<file path="config.mk">
export PLATFORM = sky130hd
export DESIGN_NAME = th_flt_seq
export DESIGN_NICKNAME = d
export VERILOG_FILES = /design/src/rtl/th_flt_pkg.sv /design/src/rtl/th_flt_seq_pk_cnt.sv /design/src/rtl/th_flt_seq.sv
export SDC_FILE = /design/constraint.sdc
export NUM_CORES = 1
export LEC_CHECK = 0
export CAP_MARGIN = 30
export CORE_MARGIN = 2
export CORE_UTILIZATION = 30
export DETAILED_ROUTE_END_ITERATION = 12
export GPL_ROUTABILITY_DRIVEN = 0
export RECOVER_POWER = 100
export SKIP_LAST_GASP = 1
export SYNTH_ARGS = -nofsm -noshare
export SYNTH_HDL_FRONTEND = slang
export SYNTH_SLANG_ARGS = --single-unit
</file>
<file path="constraint.sdc">
create_clock -name clk -period 1.5 [get_ports clk]
set_input_delay 0.3 -clock clk [delete_from_list [all_inputs] [get_ports clk]]
set_output_delay 0.3 -clock clk [all_outputs]
set_load 0.01 [all_outputs]
</file>
<file path="src/rtl/th_flt_pkg.sv">
// Shared definitions for the threshold-filter sequencer: FSM states and filter select codes.
package th_flt_pkg;

  typedef enum logic [2:0] {
    IDLE  = 3'd0,
    TH_LO = 3'd1,
    TH_HI = 3'd2,
    IN_LO = 3'd3,
    IN_HI = 3'd4
  } state_t;

  // {threshold, Higher} select pairs driven to the filter
  localparam logic [1:0] SEL_IN_LO = 2'b00;
  localparam logic [1:0] SEL_IN_HI = 2'b01;
  localparam logic [1:0] SEL_TH_LO = 2'b10;
  localparam logic [1:0] SEL_TH_HI = 2'b11;

endpackage

</file>
<file path="src/rtl/th_flt_seq_pk_cnt.sv">
// Peak event counter: double-flop synchroniser, rising-edge detect, saturating count.
// Only instantiated when PEAK_CNT_EN is defined.
module pk_cnt #(
  parameter int PCW = 8
) (
  input  logic           clk,
  input  logic           rst,
  input  logic           peak_in,
  input  logic           peak_clr,
  output logic [PCW-1:0] peak_cnt
);

  logic sync1, sync2, sync_prev;
  logic rise;

  assign rise = sync2 & ~sync_prev;

  // Clear wins over a simultaneous edge; the count holds once it reaches all-ones
  always_ff @(posedge clk or negedge rst) begin
    if (!rst) begin
      sync1     <= 1'b0;
      sync2     <= 1'b0;
      sync_prev <= 1'b0;
      peak_cnt  <= '0;
    end else begin
      sync1     <= peak_in;
      sync2     <= sync1;
      sync_prev <= sync2;
      if (peak_clr)
        peak_cnt <= '0;
      else if (rise && (peak_cnt != {PCW{1'b1}}))
        peak_cnt <= peak_cnt + 1'b1;
    end
  end

endmodule

</file>
<file path="src/rtl/th_flt_seq.sv">
// Sequencer for the nibble-serial threshold filter: serialises samples and thresholds onto the
// 4-bit load bus. Optional peak counter enabled by defining PEAK_CNT_EN.
module th_flt_seq
  import th_flt_pkg::*;
#(
  parameter logic [7:0] TH_DEFAULT = 8'h80,
  parameter int         PCW        = 8
) (
  input  logic           clk,
  input  logic           rst,
  input  logic           smp_valid,
  input  logic [7:0]     smp_data,
  output logic           smp_ready,
  input  logic           th_wr,
  input  logic [7:0]     th_data,
  output logic [3:0]     nib_out,
  output logic           sel_th,
  output logic           sel_hi,
  output logic           busy,
  output logic           smp_done,
  input  logic           peak_in,
  input  logic           peak_clr,
  output logic [PCW-1:0] peak_cnt
);

  state_t     state_q, state_d;
  logic [7:0] smp_q;
  logic [7:0] th_q;
  logic       th_pend;
  logic [1:0] sel;
  logic       accept;

  // Ready looks only at registered pending flag, so a same-cycle th_wr lets the sample go first
  assign smp_ready = (state_q == IDLE) & ~th_pend;
  assign accept    = smp_valid & smp_ready;
  assign busy      = (state_q != IDLE) | th_pend;
  assign sel_th    = sel[1];
  assign sel_hi    = sel[0];

  always_comb begin
    state_d = state_q;
    sel     = SEL_IN_LO;
    nib_out = smp_q[3:0];
    case (state_q)
      IDLE: begin
        if (th_pend)
          state_d = TH_LO;
        else if (accept)
          state_d = IN_LO;
      end
      TH_LO: begin
        sel     = SEL_TH_LO;
        nib_out = th_q[3:0];
        state_d = TH_HI;
      end
      TH_HI: begin
        sel     = SEL_TH_HI;
        nib_out = th_q[7:4];
        state_d = IDLE;
      end
      IN_LO: begin
        sel     = SEL_IN_LO;
        nib_out = smp_q[3:0];
        state_d = IN_HI;
      end
      IN_HI: begin
        sel     = SEL_IN_HI;
        nib_out = smp_q[7:4];
        state_d = IDLE;
      end
      default: state_d = IDLE;
    endcase
  end

  // A write landing in the TH_HI cycle keeps the flag set so the new value is loaded again
  always_ff @(posedge clk or negedge rst) begin
    if (!rst) begin
      state_q  <= IDLE;
      smp_q    <= '0;
      th_q     <= TH_DEFAULT;
      th_pend  <= 1'b1;
      smp_done <= 1'b0;
    end else begin
      state_q <= state_d;
      if (accept)
        smp_q <= smp_data;
      if (th_wr) begin
        th_q    <= th_data;
        th_pend <= 1'b1;
      end else if (state_q == TH_HI) begin
        th_pend <= 1'b0;
      end
      smp_done <= (state_q == IN_HI);
    end
  end

`ifdef PEAK_CNT_EN
  pk_cnt #(
    .PCW(PCW)
  ) u_pk_cnt (
    .clk      (clk),
    .rst      (rst),
    .peak_in  (peak_in),
    .peak_clr (peak_clr),
    .peak_cnt (peak_cnt)
  );
`else
  logic unused_peak;
  assign unused_peak = peak_in ^ peak_clr;
  assign peak_cnt    = '0;
`endif

endmodule

</file>
* Word level (Yosys, flattened, before mapping)
Cells that the tools add are included.
Word-level totals: input port bits 22, register bits 21
Operators by class: muxes and demuxes 7, reduce and logical (&&, ||, !) cells 3, equal/unequal tests 5, bitwise logic cells 4
Operator list (count):
- 4-bit case mux with 3 select lines | 1
- 3-bit case mux with 3 select lines | 1
- 3-bit by 2-bit == test with 1-bit output (second input constant) | 2
- 3-bit two-way mux | 2
- 2-bit case mux with 3 select lines | 1
- 3-bit by 1-bit == test with 1-bit output (second input constant) | 1
- 3-bit == test (second input constant) | 1
- 3-bit zero test | 1
- 3-bit inequality test (second input constant) | 1
- 3-bit nonzero test | 1
- 1-bit bitwise AND | 2
- 1-bit two-way mux | 2
- 2-bit nonzero test | 1
- 1-bit NOT | 1
- 1-bit bitwise OR | 1

* Logic depth before layout (Yosys ltp)
depth after elaboration 6, depth in mapped cells 5, mapped depth without buffers 3

* Least setup slack after synthesis
OpenSTA, ideal clock, no wires.
path type register to output, start point register state_q[2], end point output busy, stages on the path, launching flop included 5, buffers on the path 2, data arrival time 1307 ps, path slack -107 ps, cells stage by stage dfrtp_1 -> buf_2 -> buf_2 -> nor4_1 -> inv_1
Between the ends: longest elaborated chain between the ends 2
RTL lines:
- from (decl) | RTL line th_flt_seq.sv:26 | state_t state_q, state_d;
- from (signal assigned) | RTL line th_flt_seq.sv:84 | state_q <= state_d;
- 3-bit nonzero test | RTL line th_flt_seq.sv:36 | assign busy = (state_q != IDLE) | th_pend;
- 1-bit bitwise OR | RTL line th_flt_seq.sv:36
- to (decl) | RTL line th_flt_seq.sv:19 | output logic busy,
No other way between the ends.

* Worst setup path in the final report
start point register state_q[1], end point output nib_out[0]
Between the ends: longest elaborated chain between the ends 2, elaborated cells between the ends (all ways) 4, classes of those cells eq/ne (3); mux (1)
RTL lines:
- 3-bit == test (tied with other cells) | RTL line th_flt_seq.sv:44 | case (state_q)
- 4-bit case mux with 3 select lines (*) | RTL line th_flt_seq.sv:44
- to (decl) | RTL line th_flt_seq.sv:16 | output logic [3:0] nib_out,
Every way passes the cells marked *; elsewhere a longest branch is shown, timed or not.

==> results by group <==
Run status
  – Outcome: finished, violations left
  – Failing checks: negative setup slack

Critical path
  – Kind of start point of the critical path: flop
  – Cell with the largest stage delay on the worst path: sky130_fd_sc_hd__dfrtp_2
  – Worst setup path startpoint: state_q[1]
  – Length in cells of the worst reg-to-reg path: 6
  – Highest fanout seen on the critical path: 4
  – Crit path max-delay family: flip-flops
  – Required @ worst endpoint: ~1200 ps
  – Critical Path, Cell by Cell: buf_12 -> maj3_2 -> o21ai_2 -> o211ai_1 -> buf_2
  – Worst setup path class: reg -> out
  – Arrival time of data at the critical path endpoint: around 1700 ps
  – Worst setup path end: nib_out[0]
  – Delay of the slowest cell on the worst path: ~460 ps
  – Worst Path Buf+Inv: 2
  – Worst reg2reg setup slack: -110 ps
  – Crit. path cell count: 5
  – Worst r2r dst: smp_q[6]
  – Kind of capture point of the worst setup path: primary output
  – Launch point of the worst reg-to-reg path: state_q[1]

GRT
  – Number of global-route vias before repair: about 820
  – Combined global-route utilization of all metal layers: about 12%
  – Pin count of the biggest net entering global routing: 22
  – Global-route wire length before repair: about 3.8 mm
  – Antenna violations before repair: 0
  – Aggregate global routing overflow: 0

Pwr
  – Static Leakage: between 0.6 and 0.7 nW
  – Maximum vdd drop: about 0.93 mV
  – Power density over the cells: between 1500 and 2000 mW/mm²

Yosys
  – Top cells by count, synth: sky130_fd_sc_hd__dfrtp_1 (19), sky130_fd_sc_hd__mux2_2 (16), sky130_fd_sc_hd__buf_4 (8)
  – Synth Warn #: 0
  – Netlist cell types: 26
  – Cells taking the most area after synthesis: sky130_fd_sc_hd__dfrtp_1 (45%), sky130_fd_sc_hd__mux2_2 (17%), sky130_fd_sc_hd__buf_4 (5.6%)
  – Async S/R FF share, synth: between 90% and 100%
  – Syn Inst Count: 89
  – Fraction of post-synthesis cell area in the top cell type by area: 44.71%
  – Largest area contributor in the netlist: sky130_fd_sc_hd__dfrtp_1
  – Number of flip-flops and latches in the synthesized netlist: 21
  – Share of synthesized area occupied by flip-flops and latches: 49.65%
  – Cell with the most instances after synthesis: sky130_fd_sc_hd__dfrtp_1
  – Number of enable-type register cells in the synthesized netlist: 0
  – Top_reg_cell synth: sky130_fd_sc_hd__dfrtp_1
  – Synth Cell Area: between 0.001 and 0.0015 mm²
  – Average cell area after synthesis: approximately 12 µm²

Timing
  – Final number of setup-violating endpoints: 16
  – Setup WS post-layout: -448.9 ps
  – Least-Margin Pin Slew: roughly 530 ps
  – Setup repair after global routing missed its margin: true
  – Final hold violations: 0
  – Setup total negative slack: -3522 ps
  – Clock skew after layout: between 6 and 7 ps
  – Final worst-path cycle share: 129.9%
  – Max Clock Freq: a little over 0.5 GHz
  – Final Critical Period: just under 2000 ps
  – Normalized max-slew margin: 64.95%
  – Max-slew violation count: 0

Routing
  – Average wire length per cell after detail routing: roughly 13 µm
  – Number of remaining DRC errors: 0
  – Highest routed metal layer: met4
  – Detailed-router iteration count before antenna repair: 4
  – Drt via density: 4.538
  – DRT antenna net count: 0
  – Total wire length after detailed routing: ~2.3 mm
  – Iteration-0 DRC count of the detailed router: 7
  – Met1 Routed Length: ~960 µm
  – Wire length on met3: about 190 µm
  – Detail Route met2 WL: 1.156 mm
  – Total via count in the routed design: slightly above 800

Cells and area
  – Final net count: 159
  – Non-filler instance count after layout: between 150 and 200
  – Fraction of final layout cells sized beyond drive strength 1: a little under half
  – Area added between synthesis and finish: 50.94%
  – Ant. Diodes: 0
  – Fill cell instance count of the final layout: about 330

Place
  – Cell count after placement: between 150 and 200
  – Placed wire-length estimate: 1.634 mm
  – Post-place setup slack: -514.9 ps
  – Count of input and output buffers: 28

Die
  – Placement row count: 21
  – Area of the core: 0.003363 mm²
  – Die Y-Extent: 63.54 µm
  – Die width: between 60 and 70 µm
  – Die area: approximately 0.0040 mm²
  – Io pins: 39
  – Initial standard-cell utilization of the core: a little under a third

Clock tree
  – Insertion delay to the later sink of the worst-skew pair: just over 300 ps
  – TritonCTS Sinks: 21
  – CTS max path bufs: 2
  – Register clock-pin slew on the reported worst setup and hold paths: 120 ps
  – Number of H-tree levels: 1
  – Total clock buffers created by CTS: 3
  – Root Buffer: sky130_fd_sc_hd__clkbuf_4
  – CTS hold repair buffers: 0
  – Clock tree from TritonCTS: done

Worst hold path
  – Worst Hold Class: in -> async

Run
  – Max-cap violations: 0
-- layout make-up --
| type | instances | area [µm²] | share of cell area (%) |
|---|---|---|---|
| Multi-Input combinational cell | 61 | 533.0 | 33.20 |
| Timing Repair Buffer | 49 | 451.7 | 28.14 |
| Clock inverter | 1 | 5.005 | 0.3118 |
| Clock buffer | 3 | 22.52 | 1.403 |
| Inverter | 1 | 3.754 | 0.2338 |
| Sequential cell | 21 | 531.8 | 33.13 |
| Tap cell | 46 | 57.56 | 3.585 |
-- state kept, by name, summed over array words and instances, names as in the netlist --
name      flops
smp_done      1
state_q       3
th_pend       1
th_q          8
smp_q         8
-- how the worst min path moves through the flow --
| stage | startpoint | to | slack, ps | cells after the start |
|---|---|---|---|---|
| CTS | rst | smp_q[3] | 320 | 2 |
| global route | rst | smp_q[0] | 510 | 2 |
| floorplan | rst | smp_done | 4 | 0 |
| global placement | smp_q[4] | smp_q[4] | 490 | 1 |
| detailed placement | smp_q[7] | smp_q[7] | 500 | 1 |
| finish | rst | smp_q[0] | 480 | 2 |
-- layer usage --
layer / vias up / track usage [%]
li1: 395 / -
met1: 394 / 14.98
met2: 35 / 19.74
met3: 2 / 5.000
met4: 0 / 2.446
met5: - / 0
-- repair_timing --
item,4_1_cts,5_1_grt
buffers inserted,5,4
gates resized for setup,51,9
setup endpoints to repair,16,17
pin swaps,7,7
-- through the flow --
stage                     total power [mW]  area (µm²)  util, %  hold WS [ps]
after global routing                 2.955        1605    47.73         511.6
after detailed placement             2.234        1461    43.45         497.4
after global placement               2.204        1461    43.45         492.4
after floorplan                      1.575        1096        -         4.409
final                                2.757        1605    47.73         475.0
after CTS                            2.687        1575    46.84         319.9
-- placed cells by master (no fill, tap or decap), types with 3 or more instances in the layout --
master,count
sky130_fd_sc_hd__conb_1,8
sky130_fd_sc_hd__clkdlybuf4s50_1,18
sky130_fd_sc_hd__mux2_2,15
sky130_fd_sc_hd__dfrtp_1,16
sky130_fd_sc_hd__buf_4,12
sky130_fd_sc_hd__buf_2,7
sky130_fd_sc_hd__buf_6,7
sky130_fd_sc_hd__o21a_1,3
sky130_fd_sc_hd__dfrtp_2,3
sky130_fd_sc_hd__nor2_1,3
sky130_fd_sc_hd__clkbuf_4,3
sky130_fd_sc_hd__nand2_1,4
-- report_power, final --
group          internal (mW)  leakage, nW  switching, mW
Combinational          0.920        0.430          0.659
Clock                 0.0996       0.0177          0.174
Sequential             0.752        0.250          0.152
Total                   1.77        0.698          0.985
-- worst reg2reg max path, delay by kind of cell (launching register included) --
family / cells / cell delay, ps
DFF: 1 / 460
and+or+nand+nor: 2 / 300
buffers and inverters: 3 / 430
muxes: 1 / 310
-- logic make-up (layout without fill, tap and decap cells) --
group                      after synthesis  count (layout)  synth area share (%)
AOI/OAI and AO/OA                       15              15                 10.12
xor gates and xnor gates                 1               1                0.8237
adders and majority gates                1               1                 1.059
buffers and inverters                   14              54                 8.352
DFF                                     21              21                 49.65
muxes                                   18              18                 18.82
other                                    1               8                0.3526
and+or+nand+nor                         18              18                 10.82
Note: power is estimated with default switching activity, not from simulation.
